--- src/rtl/fetch_instr_queue.sv ---
// fetch_instr_queue
//   Instruction buffer between fetch and decode. Up to two fetched
//   instructions (each with PC and fetch-exception flag) are pushed per
//   cycle. One instruction is presented per cycle to decode over a
//   valid/ready handshake. A flush discards all contents.
//
// Ports
//   clk, resetn              clock; asynchronous active-low reset
//   flush                    pipeline redirect, drop everything
//   in_valid[1:0]            per-lane push request (lane 1 only with lane 0)
//   in_pc0/in_instr0/in_exc0 lane 0 (older) instruction
//   in_pc1/in_instr1/in_exc1 lane 1 (younger) instruction
//   in_ready                 room for two entries (registered count only)
//   out_valid/out_pc/out_instr/out_exc  head entry presented to decode
//   out_ready                decode consumes head this cycle
//   count                    current occupancy
module fetch_instr_queue #(
  parameter int DEPTH = 8,
  localparam int PTR_W = $clog2(DEPTH),
  localparam int CNT_W = $clog2(DEPTH) + 1
) (
  input  logic             clk,
  input  logic             resetn,
  input  logic             flush,
  input  logic [1:0]       in_valid,
  input  logic [31:0]      in_pc0,
  input  logic [31:0]      in_instr0,
  input  logic             in_exc0,
  input  logic [31:0]      in_pc1,
  input  logic [31:0]      in_instr1,
  input  logic             in_exc1,
  output logic             in_ready,
  output logic             out_valid,
  output logic [31:0]      out_pc,
  output logic [31:0]      out_instr,
  output logic             out_exc,
  input  logic             out_ready,
  output logic [CNT_W-1:0] count
);

  logic [31:0]      pc_q    [DEPTH];
  logic [31:0]      pc_d    [DEPTH];
  logic [31:0]      instr_q [DEPTH];
  logic [31:0]      instr_d [DEPTH];
  logic             exc_q   [DEPTH];
  logic             exc_d   [DEPTH];
  logic [PTR_W-1:0] head_q, head_d;
  logic [PTR_W-1:0] tail_q, tail_d;
  logic [CNT_W-1:0] count_q, count_d;

  logic             push_one;
  logic             push_two;
  logic [1:0]       npush;
  logic             pop;
  logic [PTR_W-1:0] tail_plus1;

  // in_ready looks only at the registered count, so a same-cycle pop never
  // opens a combinational path from out_ready to in_ready.
  assign in_ready  = (count_q <= CNT_W'(DEPTH - 2));
  assign out_valid = (count_q != '0);
  assign count     = count_q;

  // Lane 1 alone (in_valid=10) is illegal and pushes nothing.
  assign push_one   = in_ready & ~flush & in_valid[0];
  assign push_two   = push_one & in_valid[1];
  assign npush      = {push_two, push_one & ~push_two};
  assign pop        = out_valid & out_ready & ~flush;
  assign tail_plus1 = tail_q + PTR_W'(1);

  // Head entry is read straight from storage; zeroed while empty.
  assign out_pc    = out_valid ? pc_q[head_q]    : '0;
  assign out_instr = out_valid ? instr_q[head_q] : '0;
  assign out_exc   = out_valid ? exc_q[head_q]   : 1'b0;

  always_comb begin
    pc_d    = pc_q;
    instr_d = instr_q;
    exc_d   = exc_q;
    head_d  = head_q;
    tail_d  = tail_q;
    count_d = count_q;
    if (flush) begin
      // Redirect overrides any same-cycle push or pop.
      head_d  = '0;
      tail_d  = '0;
      count_d = '0;
    end else begin
      if (push_one) begin
        pc_d[tail_q]    = in_pc0;
        instr_d[tail_q] = in_instr0;
        exc_d[tail_q]   = in_exc0;
      end
      if (push_two) begin
        pc_d[tail_plus1]    = in_pc1;
        instr_d[tail_plus1] = in_instr1;
        exc_d[tail_plus1]   = in_exc1;
      end
      // Pointers wrap naturally because DEPTH is a power of two.
      tail_d  = tail_q + PTR_W'(npush);
      head_d  = head_q + PTR_W'(pop);
      count_d = count_q + CNT_W'(npush) - CNT_W'(pop);
    end
  end

  always_ff @(posedge clk or negedge resetn) begin
    if (!resetn) begin
      head_q  <= '0;
      tail_q  <= '0;
      count_q <= '0;
      for (int i = 0; i < DEPTH; i++) begin
        pc_q[i]    <= '0;
        instr_q[i] <= '0;
        exc_q[i]   <= 1'b0;
      end
    end else begin
      head_q  <= head_d;
      tail_q  <= tail_d;
      count_q <= count_d;
      pc_q    <= pc_d;
      instr_q <= instr_d;
      exc_q   <= exc_d;
    end
  end

  lane1_without_lane0 : assert property (@(posedge clk) disable iff (!resetn)
    in_valid != 2'b10);

  count_in_range : assert property (@(posedge clk) disable iff (!resetn)
    count_q <= CNT_W'(DEPTH));

endmodule

--- config.mk ---
export PLATFORM = sky130hd
export DESIGN_NAME = fetch_instr_queue
export DESIGN_NICKNAME = d
export VERILOG_FILES = /design/src/rtl/fetch_instr_queue.sv
export SDC_FILE = /design/constraint.sdc
export NUM_CORES = 2
export LEC_CHECK = 0
export ABC_CLOCK_PERIOD_IN_PS = 2900
export BUFFER_PORTS_ARGS = -buffer_cell sky130_fd_sc_hd__buf_2
export CORE_ASPECT_RATIO = 1.1
export CORE_MARGIN = 1.5
export CORE_UTILIZATION = 35
export DETAILED_ROUTE_END_ITERATION = 10
export GPL_TIMING_DRIVEN = 1
export HOLD_SLACK_MARGIN = 0.12
export PLACE_DENSITY_LB_ADDON = 0.25
export SETUP_SLACK_MARGIN = 0.05
export SLEW_MARGIN = 10
export SYNTH_ARGS = -nofsm -noshare
export SYNTH_HDL_FRONTEND = slang
export SYNTH_SLANG_ARGS = --single-unit
--- constraint.sdc ---
create_clock -name clk -period 2.9 [get_ports clk]
set_input_delay 0.58 -clock clk [delete_from_list [all_inputs] [get_ports clk]]
set_output_delay 0.58 -clock clk [all_outputs]
set_load 0.01 [all_outputs]
### After elaboration in Yosys (flattened, before gate mapping)

Cells that the tools add are included.

* logic and storage cells: 90
* memories: 0
* latch bits: 0
* bits in read-only memories: 0
* bits in registers: 530
* memory bits (writable): 0

* reductions and logical operators: 3
* add/subtract/negate cells: 5
* multipliers: 0
* muxes and demuxes: 38
* div/mod/pow operators: 0
* order comparisons: 6
* bitwise logic cells: 11
* equal/unequal tests: 0
* shift-type cells: 0

Operators with widths (number)
* 256-bit two-way mux: 6
* 256-bit bitwise mux: 4
* 32-bit two-way mux: 8
* 32-bit binary-select mux with 3-bit select: 2
* 32-bit demux with 3-bit select: 2
* 8-bit two-way mux: 3
* 8-bit bitwise mux: 2
* 4-bit greater-or-equal comparator (second input constant): 3
* 3-bit inverter with 4-bit output: 3
* 4-bit by 1-bit less-than comparator with 1-bit output (second input constant): 2
* 1-bit AND: 6
* 1-bit demux with 3-bit select: 2
* 3-bit two-way mux: 2
* 1-bit two-way mux: 5
* 4-bit by 2-bit adder with 4-bit output: 1
* 4-bit by 3-bit less-or-equal comparator with 1-bit output (second input constant): 1
* 4-bit two-way mux: 1
* 4-bit nonzero test: 1
* 4-bit by 1-bit subtractor with 4-bit output: 1
* 3-bit by 1-bit adder with 3-bit output: 1
* 3-bit by 1-bit adder with 3-bit output (second input constant): 1
* 3-bit by 2-bit adder with 3-bit output: 1
* 1-bit binary-select mux with 3-bit select: 1
* 1-bit logical AND: 2
* 1-bit inverter: 2

### Depth between registers and ports, before layout

* depth after elaboration: 10
* gate-level depth with buffers: 13
* gate-level depth less buffers: 13

### Least setup slack after synthesis

OpenSTA, ideal clock, no wires.

* kind: reg2reg
* from: register count_q[3], in the netlist count[3]
* to: register count_q[2], in the netlist count[2]
* setup slack: 329 ps
* setup time: 131 ps
* period minus slack after synthesis: 2571 ps
* data arrival time: 2440 ps
* stages on the path, launching flop included: 12
* required time: 2769 ps
* path through: dfrtp_1 > inv_1 > ha_1 > nor3b_1 > clkbuf_1 > nor3b_1 > ha_1 > inv_1 > ha_1 > fa_1 > xnor2_1 > nor2_1

* cells in the longest elaborated chain, start to end: 9
* elaborated cells between the ends (all ways): 12
* classes of those cells: add/sub (2); order compare (1); mux (1); bitwise (7); reduce/logical (1)

RTL lines
* start: declaration: line 49 `logic [CNT_W-1:0] count_q, count_d;`
* start signal: assignment: line 118 `count_q <= count_d;`
* 4-bit by 3-bit less-or-equal comparator with 1-bit output: line 59 `assign in_ready = (count_q <= CNT_W'(DEPTH - 2));`
* 1-bit AND (2 in series): line 64 `assign push_one = in_ready & ~flush & in_valid[0];`
* 1-bit AND: line 65 `assign push_two = push_one & in_valid[1];`
* 1-bit inverter: line 66 `assign npush = {push_two, push_one & ~push_two};`
* 1-bit AND: line 66
* 4-bit by 2-bit adder with 4-bit output: line 101 `count_d = count_q + CNT_W'(npush) - CNT_W'(pop);`
* 4-bit by 1-bit subtractor with 4-bit output *: line 101
* 4-bit two-way mux *: line 82 `if (flush) begin`
* named net count_d[2]: line 49

Mark *: on every way through the listed nets, which the timed path passes. The rest lies on a longest branch.
A chain may end at the register's enable or synchronous reset.

### Worst setup path in the final report

* from: register head_q[0]
* to: output out_instr[4]

* cells in the longest elaborated chain, start to end: 5

RTL lines
* start: declaration: line 47 `logic [PTR_W-1:0] head_q, head_d;`
* start signal: assignment: line 107 `head_q <= '0;`
* start signal: assignment: line 116 `head_q <= head_d;`
* 3-bit inverter with 4-bit output (implied by the code): line 72 `assign out_instr = out_valid ? instr_q[head_q] : '0;`
* 32-bit binary-select mux with 3-bit select: line 72
* 32-bit two-way mux (implied by the code) (2 in series): line 72
* 32-bit two-way mux: line 72
* end: declaration: line 35 `output logic [31:0] out_instr,`

Every way passes these cells. The select of a mux whose other input is x is not followed.

==> metrics.cfg <==
[sta]
finalClockSkew_ns=0.0195
fmax_ghz=0.324
setup_viol=65
timing.final.ws_setup_ns=-0.188
period_needed_ns=3.09
worst_pin_slew_ns=0.824
slew_headroom_pct=44.8
slew_viol_final=0
rsz0062_at_grt=yes
hold_viol_final=0
period_share_pct=106

[finish]
area_growth_pct=21.1
final_cells=3439
drive_gt1_share_pct=39.7
fin_nets=2483
final_common_cell=dfrtp_1
mostFrequentLayoutCells=dfrtp_1 (527), o32a_1 (260), o21a_1 (260)

[global_routing]
grt_pass1_wl_um=162000
grt_pass1_vias=23500
antenna_found_initial=23
grt_max_degree=89
grt_overflow=0
grt_usage_pct=26.4

[power_and_ir_drop]
p_per_area_nw_per_um2=908
power_w=0.0309
power.leakage_nw=13.2
max-vdd-ir-drop_mv=0.629

[setup_path]
cp-start-kind=flip-flop
crit_arrival_ns=2.51
worst-path-buf-inv=4
crit_chain=buf_12 -> buf_16 -> buf_4 -> mux4_2 -> mux2i_4 -> nor2_4 -> buf_6
crit_path_end_kind=output pin
crit_path_max_fanout=7
critPathTopFamily=multiplexers
worstPathRequired_ns=2.32
critPathKind=flip-flop to output pin
slowest_stage=dfrtp_4
critPathMaxStageDelay_ns=0.52

[synth]
synth-seq-cells=530
ys_seq_area_share_pct=47.1
synth_cell_type_count=40
syn_avg_cell_area_sq_um=12.6
synth_compound_area_share_pct=27.0
synth_top_area_cell=dfrtp_1
synth_top_family_by_area=compound AO/OA/AOI/OAI gates
synth_area_sq_um=28200
syn_nets=2381
synth_top_area_share_pct=47.1
ys_warn_count=0
muxShareOfSynthArea_pct=12.7
synthTopCellsByArea=dfrtp_1 (47%), mux4_2 (10%), o221a_2 (9.9%)
synth_xor_area_share_pct=0.187
synthCells=2232
synth_adder_area_share_pct=0.631
synth-simple-area-share_pct=7.63

[drt]
drt_iter0_drc=2280
routed_wl_um=111000
ant_nets=0
vias_per_cell=6.59
drc=0
wl_per_cell_um=32.4
first_pass_iters=5
vias=22700

[clock_tree]
clk_latency_ns=0.64
htree_levels=2
clockBufferDepth=3
cts_sinks=530
cts_tree=done
numCtsBuffers=61
root_buffer=clkbuf_16
clk_transition_reported_paths_ns=0.06

[floorplanning]
io_pins=207
start_util_pct=35.5
fp.coreArea_sq_um=79300
dieArea_sq_um=82100
die_y_um=300
die_w_um=273
row_count=108

[run_status]
outcome=complete, but fails checks
violations=negative setup slack

[place]
place_inst=3276
gp_congestion=0.794
io_buffers=206
hpwl_um=59300

[min_path]
hold_class=primary input to flip-flop

[flow_run]
drv_cap=0

## metrics by stage
step                area, sq um  setup slack [ns]  setup TNS [ns]  util [%]  hold WS, ns
floorplan                 28200             0.329               0         -        0.284
global placement          30900             0.213               0      38.9        0.468
detailed placement        30900             0.208               0      38.9        0.475
CTS                       33900            -0.238          -10.83      42.7        0.294
global route              34100            -0.228          -10.87      43.0        0.320
finish                    34100            -0.188           -7.08      43.0        0.326
## state kept, by name, indices dropped and copies added (netlist names)
signal / cells
instr_q: 256
pc_q: 256
exc_q: 8
count: 4
head_q: 3
tail_q: 3
## synth_stat cells, drive strengths merged
cell type / number
dfrtp: 530
o21a: 263
o221a: 260
o32a: 260
nand2b: 196
clkbuf: 170
buf: 140
mux4: 130
nor2: 75
or2: 66
mux2i: 65
inv: 12
ha: 11
nand2: 9
nor2b: 5
o21ai: 5
a21o: 4
nand4: 4
xnor2: 4
and4bb: 3
and4b: 2
fa: 2
nand4b: 2
nor3b: 2
xor2: 2
a211oi: 1
a21bo: 1
a21oi: 1
a22o: 1
and3: 1
nand3: 1
nand4bb: 1
nor4b: 1
nor4bb: 1
or3: 1
## worst reg2reg max path: cells and delay by family (launching register included)
| kind | cells | cell delay [ns] |
|---|---|---|
| adder cells (fa/ha/maj) | 1 | 0.25 |
| AO/OA/AOI/OAI | 3 | 0.77 |
| buffers and inverters | 2 | 0.69 |
| AND/OR/NAND/NOR | 1 | 0.56 |
| flip-flops | 1 | 0.41 |
## path summary, 6_finish.rpt
check	depth (start not counted)	startpoint	slack, ns	endpoint
min in group asynchronous	2	resetn	0.46	pc_q[17]$_DFFE_PN0N_
worst min register to register	1	pc_q[133]$_DFFE_PN0N_	0.48	pc_q[133]$_DFFE_PN0N_
worst max register to register	7	count[3]$_DFF_PN0_	0.16	pc_q[227]$_DFFE_PN0N_
worst max-delay path	7	head_q[0]$_DFF_PN0_	-0.19	out_instr[4]
worst min-delay path	2	in_pc1[26]	0.33	pc_q[122]$_DFFE_PN0N_
max in group asynchronous	3	resetn	1.39	instr_q[123]$_DFFE_PN0N_
## power breakdown
group	internal [W]	switching [W]	leakage, nW
combinational	0.00562	0.00552	5.46
clock	0.00520	0.00334	1.09
sequential	0.00982	0.00144	6.68
## layer usage
| layer | vias up | part of all wire (%) | GRT usage [%] |
|---|---|---|---|
| met3 | 299 | 8.7 | 4.78 |
| met5 | - | 0.078 | 0 |
| li1 | 9097 | - | - |
| met4 | 12 | 3.7 | 10.5 |
| met1 | 11900 | 40 | 35.8 |
| met2 | 1318 | 47 | 42.0 |
## repair_timing
action | CTS | global route
hold buffers | 1 | 0
endpoints found under the setup margin | 66 | 67
setup buffers | 20 | 5
gates cloned | 12 | 5
resized for setup | 71 | 21
hold endpoints to repair | 37 | 0
pin swaps | 7 | 13
## logic make-up after synthesis
kind of cell,Yosys count
muxes,195
xor gates and xnor gates,6
and+or+nand+nor,370
buffers and inverters,322
DFF,530
AOI/OAI and AO/OA,796
adders and majority gates,13
## layout make-up
class                      count  area [sq um]
antenna                       11          27.5
multi-input combinational   1380         14000
clock buffer                  87          1760
clock inverter                25           440
fill                        7221         45200
sequential                   530         13300
timing repair buffer         349          3280
tap                         1045          1310
inverter                      12          45.0
(Power assumes the default switching activity.)
